**src/rtl/lin_pkg.sv**
```systemverilog
// Shared widths and clamp helper for the two-point linear interpolator.
package lin_pkg;

    localparam int COORD_W = 10;
    localparam int DIFF_W  = COORD_W + 1;
    localparam int PROD_W  = 2 * COORD_W + 2;
    localparam int SUM_W   = 2 * COORD_W + 3;

    // Clamps a signed value into [0, 2^w - 1]; caller slices the low w bits.
    function automatic logic [63:0] sat_u(
        input logic signed [63:0] v,
        input int                 w
    );
        logic signed [63:0] lim;
        lim = (64'sd1 <<< w) - 64'sd1;
        if (v < 64'sd0) begin
            sat_u = 64'd0;
        end else if (v > lim) begin
            sat_u = lim;
        end else begin
            sat_u = v;
        end
    endfunction

endpackage

```
**src/rtl/lin_sdiv.sv**
```systemverilog
// Combinational signed divider, unrolled restoring array on magnitudes.
module lin_sdiv #(
    parameter int NW = 22,
    parameter int DW = 11
) (
    input  logic signed [NW-1:0] num,
    input  logic signed [DW-1:0] den,
    output logic signed [NW-1:0] quo
);

    logic [NW-1:0] a_mag;
    logic [DW-1:0] b_mag;
    logic [NW-1:0] q_mag;
    logic [DW:0]   rem;
    logic          neg;
    logic          den_zero;

    always_comb begin
        a_mag    = num[NW-1] ? NW'(-num) : NW'(num);
        b_mag    = den[DW-1] ? DW'(-den) : DW'(den);
        neg      = num[NW-1] ^ den[DW-1];
        den_zero = (den == '0);
    end

    always_comb begin
        rem   = '0;
        q_mag = '0;
        for (int i = NW - 1; i >= 0; i--) begin
            rem = {rem[DW-1:0], a_mag[i]};
            if (rem >= {1'b0, b_mag}) begin
                rem      = rem - {1'b0, b_mag};
                q_mag[i] = 1'b1;
            end
        end
    end

    always_comb begin
        quo = '0;
        if (!den_zero) begin
            quo = neg ? -$signed(q_mag) : $signed(q_mag);
        end
    end

endmodule

```
**src/rtl/linear_interpolate.sv**
```systemverilog
// Registered two-point linear interpolator with extrapolation and clamping.
module linear_interpolate
    import lin_pkg::*;
#(
    parameter int WIDTH = COORD_W
) (
    input  logic             clk,
    input  logic             rst,
    input  logic [WIDTH-1:0] x,
    input  logic [WIDTH-1:0] x0,
    input  logic [WIDTH-1:0] y0,
    input  logic [WIDTH-1:0] x1,
    input  logic [WIDTH-1:0] y1,
    output logic [WIDTH-1:0] y
);

    localparam int DW = WIDTH + 1;
    localparam int PW = 2 * WIDTH + 2;
    localparam int SW = 2 * WIDTH + 3;

    logic signed [DW-1:0] dx;
    logic signed [DW-1:0] dy;
    logic signed [DW-1:0] den;
    logic signed [PW-1:0] prod;
    logic signed [PW-1:0] quo;
    logic signed [SW-1:0] sum;
    logic        [63:0]   clamped;
    logic [WIDTH-1:0]     y_d;
    logic [WIDTH-1:0]     y_q;

    always_comb begin
        dx  = $signed({1'b0, x})  - $signed({1'b0, x0});
        dy  = $signed({1'b0, y1}) - $signed({1'b0, y0});
        den = $signed({1'b0, x1}) - $signed({1'b0, x0});
        // Low PW bits of the product are sign-agnostic once both sides are extended.
        prod = $signed({{(PW-DW){dx[DW-1]}}, dx})
             * $signed({{(PW-DW){dy[DW-1]}}, dy});
    end

    lin_sdiv #(
        .NW (PW),
        .DW (DW)
    ) u_div (
        .num (prod),
        .den (den),
        .quo (quo)
    );

    always_comb begin
        sum = $signed({{(SW-WIDTH){1'b0}}, y0})
            + $signed({{(SW-PW){quo[PW-1]}}, quo});
        clamped = sat_u({{(64-SW){sum[SW-1]}}, sum}, WIDTH);
        y_d = (den == '0) ? y0 : clamped[WIDTH-1:0];
    end

    always_ff @(posedge clk) begin
        if (rst) begin
            y_q <= '0;
        end else begin
            y_q <= y_d;
        end
    end

    assign y = y_q;

endmodule

```
**config.mk**
```make
export PLATFORM = sky130hd
export DESIGN_NAME = linear_interpolate
export DESIGN_NICKNAME = d
export VERILOG_FILES = /design/src/rtl/lin_pkg.sv /design/src/rtl/lin_sdiv.sv /design/src/rtl/linear_interpolate.sv
export SDC_FILE = /design/constraint.sdc
export NUM_CORES = 1
export LEC_CHECK = 0
export BUFFER_PORTS_ARGS = -buffer_cell sky130_fd_sc_hd__buf_2
export CORE_MARGIN = 2
export CORE_UTILIZATION = 30
export DETAILED_ROUTE_END_ITERATION = 10
export SYNTH_ARGS = -nofsm -noshare
export SYNTH_HDL_FRONTEND = slang
export SYNTH_SLANG_ARGS = --single-unit
export TNS_END_PERCENT = 50
```
**constraint.sdc**
```tcl
create_clock -name clk -period 89.3 [get_ports clk]
set_input_delay 13.395 -clock clk [delete_from_list [all_inputs] [get_ports clk]]
set_output_delay 13.395 -clock clk [all_outputs]
set_load 0.02 [all_outputs]
```
### Word-level counts from Yosys, hierarchy flattened

Index checks and enable logic that the tools add are counted.

| operators by class | value |
|---|---|
| divide/modulo/power cells | 0 |
| bitwise gates (word level) | 1 |
| muxes and demuxes | 50 |
| $lt $le $gt $ge | 24 |
| reduce and logical (&&, ||, !) cells | 1 |
| $mul | 1 |
| add/subtract/negate cells | 28 |
| shift operators | 0 |
| eq/ne operators | 0 |

Operator list:

| cell | number |
|---|---|
| 12-bit by 11-bit >= comparator with 1-bit output | 21 |
| 11-bit 2-to-1 mux | 22 |
| 11-bit subtractor | 20 |
| 22-bit 2-to-1 mux | 3 |
| 22-bit negator | 2 |
| 10-bit by 10-bit subtractor with 11-bit output | 3 |
| 10-bit 2-to-1 mux | 3 |
| 11-bit by 22-bit adder with 23-bit output | 1 |
| 23-bit by 11-bit greater-than comparator with 1-bit output (second input constant) | 1 |
| 23-bit by 1-bit less-than comparator with 1-bit output (second input constant) | 1 |
| 11-bit by 11-bit multiplier with 22-bit output | 1 |
| 1-bit 2-to-1 mux | 22 |
| 1-bit by 11-bit >= comparator with 1-bit output | 1 |
| 11-bit zero test | 1 |
| 11-bit negator | 1 |
| 1-bit by 11-bit subtractor with 11-bit output | 1 |
| 1-bit bitwise XOR | 1 |

| storage, ports and cells | value |
|---|---|
| register bits after elaboration | 10 |
| memory bits (writable) | 0 |
| bits of input ports | 52 |
| bits in latches | 0 |
| output and inout port bits | 10 |
| bits in read-only memories | 0 |
| memories | 0 |
| word-level logic and storage cells | 106 |

### Logic depth before layout (Yosys ltp)

| logic depth | value |
|---|---|
| depth in word-level cells | 56 |
| mapped depth | 369 |

### Modules after synthesis

Synthesis repeated with hierarchy kept, for this count alone.

| second synthesis, totals | value |
|---|---|
| cells, all modules | 2904 |
| area total of the unflattened synthesis | 22161.3 um^2 |

By module, submodules not included:

| module | seq. area each (um^2) | cells an instance | area each (um^2) | instances |
|---|---|---|---|---|
| lin_sdiv | 0.0 | 2008 | 14926.8 | 1 |
| linear_interpolate | 200.2 | 896 | 7234.4 | 1 |

### Least setup slack after synthesis

No wires, ideal clock.

| timing path | value |
|---|---|
| path type | input -> register |
| start | in y0[1] |
| end | reg y_q[2], in the netlist y[2] |
| setup time | 0.140 ns |
| stages | 361 |
| required time | 89.160 ns |
| data arrival time | 81.653 ns |
| path slack | 7.507 ns |
| cells stage by stage | inv_1 > ha_1 > nor2b_1 > o21ai_0 > nand2b_1 > a21o_1 > a21o_1 > a21o_1 > a21o_1 > a21o_1 > a21oi_1 > xor2_1 > clkbuf_1 > or2_2 > fa_1 > fa_1 > inv_1 > fa_1 > [... 325 more ...] > inv_1 > ha_1 > a21o_1 > a21oi_1 > o21bai_1 > a21oi_1 > o21bai_1 > a21oi_1 > o21bai_1 > a21oi_1 > nor2b_1 > nor2_1 > and3_1 > o211ai_1 > a21oi_1 > a32oi_1 > a311oi_4 > a31oi_1 |

| on the way | value |
|---|---|
| cells in the longest elaborated chain, start to end | 56 |
| elaborated cells between the ends (all ways) | 100 |
| classes of those cells | 25 x add/sub; 1 x mul; 24 x order compare; 49 x mux; 1 x bitwise |

RTL lines:

| what | RTL line | RTL |
|---|---|---|
| start, declared | linear_interpolate.sv:11 | `input logic [WIDTH-1:0] y0,` |
| 10-bit by 10-bit subtractor with 11-bit output | linear_interpolate.sv:33 | `dy = $signed({1'b0, y1}) - $signed({1'b0, y0});` |
| 11-bit by 11-bit multiplier with 22-bit output | linear_interpolate.sv:37 | `* $signed({{(PW-DW){dy[DW-1]}}, dy});` |
| 22-bit negator | lin_sdiv.sv:19 | `a_mag = num[NW-1] ? NW'(-num) : NW'(num);` |
| 22-bit 2-to-1 mux | lin_sdiv.sv:19 |  |
| 1-bit by 11-bit subtractor with 11-bit output or 1-bit by 11-bit >= comparator with 1-bit output (tied branches) | lin_sdiv.sv:31, lin_sdiv.sv:30 |  |
| 11-bit 2-to-1 mux | lin_sdiv.sv:30 | `if (rem >= {1'b0, b_mag}) begin` |
| 11-bit subtractor or 12-bit by 11-bit >= comparator with 1-bit output (tied branches) | lin_sdiv.sv:31, lin_sdiv.sv:30 |  |
| 11-bit 2-to-1 mux | lin_sdiv.sv:30 |  |
| [... 40 more ...] | n/a |  |
| 22-bit negator | lin_sdiv.sv:40 | `quo = neg ? -$signed(q_mag) : $signed(q_mag);` |
| 22-bit 2-to-1 mux | lin_sdiv.sv:40 |  |
| 22-bit 2-to-1 mux | lin_sdiv.sv:39 | `if (!den_zero) begin` |
| 11-bit by 22-bit adder with 23-bit output * | linear_interpolate.sv:51 | `+ $signed({{(SW-PW){quo[PW-1]}}, quo});` |
| 23-bit by 11-bit greater-than comparator with 1-bit output | lin_pkg.sv:18 | `end else if (v > lim) begin` |
| 10-bit 2-to-1 mux | lin_pkg.sv:18 |  |
| 10-bit 2-to-1 mux * | lin_pkg.sv:16 | `if (v < 64'sd0) begin` |
| 10-bit 2-to-1 mux * | linear_interpolate.sv:53 | `y_d = (den == '0) ? y0 : clamped[WIDTH-1:0];` |
| end signal, assigned | linear_interpolate.sv:60 | `y_q <= y_d;` |
| end, declared | linear_interpolate.sv:29 | `logic [WIDTH-1:0] y_q;` |

Every way passes the cells marked *; elsewhere a longest branch is shown, timed or not.
A chain may end at the register's enable or synchronous reset.

### Final worst setup path

| timing path | value |
|---|---|
| start | in y0[1] |
| end | reg y_q[7], in the netlist y[7] |

Same word-level chain as after synthesis.

==> flow_summary_export.csv <==
group,metric,value,unit
sta,layout_min_cycle_time,83560,ps
clocking,clk_pin_slew,40,ps
grt,antenna_found_initial,0,
route,routed_via_density,5.38,
route,final_antenna_net_count,0,
worst_setup_path,crit_path_end,"y[7]$_SDFF_PP0_",
worst_setup_path,crit_arrival,83660,ps
logic_synthesis,syn_area_per_cell,7.64,µm²
layout,regArea,200,µm²
place,dp_cells,3761,
floorplanning,ioPinCount,62,
status,status,"complete, no violations",
layout,nFillCells,7492,
route,first_iter_violations,1465,
layout,largest_register_ffs,10,
worst_setup_path,cp_top_family,"compound AO/OA/AOI/OAI gates",
sta,hold_viol,0,
worst_hold_path,hp-class,"in -> reg",
worst_setup_path,setup.worst_path.start,"y0[1]",
worst_setup_path,worstSetupPathType,"in -> reg",
sta,whs,13490,ps
logic_synthesis,synthFlopType,"dfxtp_1",
layout,drive_gt1_share,10.9,%
worst_setup_path,crit_top_cell,"a21o_1",
route,firstDrtPassIters,5,
place,place_area,0.0229,mm²
logic_synthesis,synth_seq_cells,10,
floorplanning,fp.dieH,270,µm
route,vias,20300,
logic_synthesis,ys_types,108,
clocking,cts-root-buf,"clkbuf_16",
logic_synthesis,synth-async-reset-ratio,0,%
layout,final_util,33.3,%
worst_hold_path,holdPathStages,3,
floorplanning,dieArea,0.0728,mm²
route,wl_per_cell,17.6,µm
layout,multi_input_area,0.0199,mm²
worst_setup_path,cp_slowest_cell,"a2111o_2",
grt,grt-ovfl-total,0,
grt,grt_pass1_vias,19900,
worst_setup_path,path_depth,346,
worst_setup_path,end_kind,"register",
clocking,cts_buffer_depth,2,
worst_setup_path,critPathLaunchType,"input pin",
route,finalWirelength,66700,µm
clocking,cts_hold_buffers,0,
worst_setup_path,worst_path_largest_cell_delay,550,ps
sta,max_clock_freq,12.0,MHz
logic_synthesis,synth_edf_count,0,
place,dpl.hpwl,54600,µm
layout,layout.nets,3357,
logic_synthesis,yosys_warnings,0,
floorplanning,coreArea,0.0700,mm²
logic_synthesis,synth_seq_area_share,0.945,%
worst_setup_path,crit_fanout,20,
logic_synthesis,netlist_instances,2772,
grt,grt_usage,17.9,%
worst_setup_path,required,89400,ps
logic_synthesis,netlist_area,0.0212,mm²
floorplanning,initial_utilization,30.3,%
place,portBuffers,61,
clocking,numCtsBuffers,3,
grt,grt_start_max_net_pins,25,
layout,final_cell_area,0.0233,mm²
sta,slew_headroom,26.8,%
job,max_cap_violations,0,
layout,final_cells,3780,
layout,layout_commonest_cell,"ha_1",
layout,mostFrequentLayoutCells,"323 x ha_1, 305 x inv_1, 224 x nand2_1",
clocking,cts_htree_levels,1,
route,drc,0,
sta,drv_slew,0,
grt,grt_pass1_wl,108000,µm
worst_setup_path,cp.buffers_inverters,19,
clocking,cts.sinks,10,
layout,area_delta_synth_final,10.0,%
clocking,cts_tree,"done",
sta,setup_viol,0,
sta,period_share,93.6,%
layout,diodes,0,
floorplanning,num_rows,97,
place,routabilityCongestion,0.935,
logic_synthesis,syn-num-nets,3288,
sta,worst_slew_pin_slew,1090,ps
floorplanning,die_w,270,µm
[timing repair]
item / 4_1_cts / 5_1_grt
gates resized for setup: 0 / 57
endpoints found under the setup margin: 0 / 10
buffers inserted: 0 / 14
[cell type report]
cell class              instances  area share [%]
clock buffers                   4           0.381
inverters                     309            4.97
multi-input cells            2394            85.4
flip-flops and latches         10           0.859
well taps                     940            5.04
repair buffers                123            3.36
[worst min path at each step]
stage	endpoint	slack, ps	start
CTS	y[0]$_SDFF_PP0_	13490	y0[0]
global route	y[0]$_SDFF_PP0_	13500	y0[0]
finish	y[0]$_SDFF_PP0_	13490	y0[0]
global placement	y[0]$_SDFF_PP0_	13750	y0[0]
detailed placement	y[0]$_SDFF_PP0_	13730	y0[0]
floorplan	y[0]$_SDFF_PP0_	13570	y0[0]
[Yosys cell counts (all sizes together), types with 7 or more instances]
cell type,count,area share (%)
a22oi,8,0.28
and3,21,0.67
dfxtp,10,0.94
a41oi,10,0.41
a31oi,19,0.56
fa,141,13
nor2,217,3.8
nor4,14,0.41
and2,23,0.68
nand3,43,1.0
o21a,16,0.57
inv,307,5.4
o211ai,19,0.85
xor2,105,4.3
o21ai,132,3.1
a221oi,7,0.32
mux2i,67,3.4
a211o,9,0.37
or3,18,0.58
nand4,39,1.2
a21o,140,5.0
mux2,67,3.6
o31ai,18,0.70
nor2b,44,1.3
nand2b,56,1.7
o211a,9,0.50
or2,19,0.57
xnor2,152,6.3
nor3,49,1.2
clkbuf,41,0.73
a31o,7,0.29
o21bai,55,1.9
a2111oi,9,0.64
nand2,226,4.0
a21boi,12,0.43
buf,19,0.52
or4,7,0.25
a21oi,186,4.5
ha,323,19
a211oi,22,0.80
[cell families (layout without fill, tap and decap cells)]
logic type               after synthesis  in the layout  share of synthesized area (%)
multiplexers                         134            134                           6.96
adder cells (fa/ha/maj)              464            464                           32.4
buffers and inverters                369            436                           6.72
XOR/XNOR                             257            258                           10.6
flip-flops                            10             10                          0.945
AO/OA/AOI/OAI                        738            738                           24.0
AND/OR/NAND/NOR                      800            800                           18.4
[layer usage]
metal | part of all wire (%) | global-route usage (%)
met4 | 3.3 | 4.81
met5 | 0 | 0
met3 | 3.6 | 0.685
met1 | 45 | 23.7
met2 | 48 | 31.7
[stage by stage]
step / setup TNS [ps] / setup WS (ps)
floorplan: 0 / 7510
global placement: 0 / 3010
detailed placement: 0 / 1780
CTS: 0 / 1750
global route: -146 / -30.5
finish: 0 / 5740
Power is left out: the tool's default activity adds up to more than one toggle a clock period on the data nets, which glitch-free logic cannot reach.
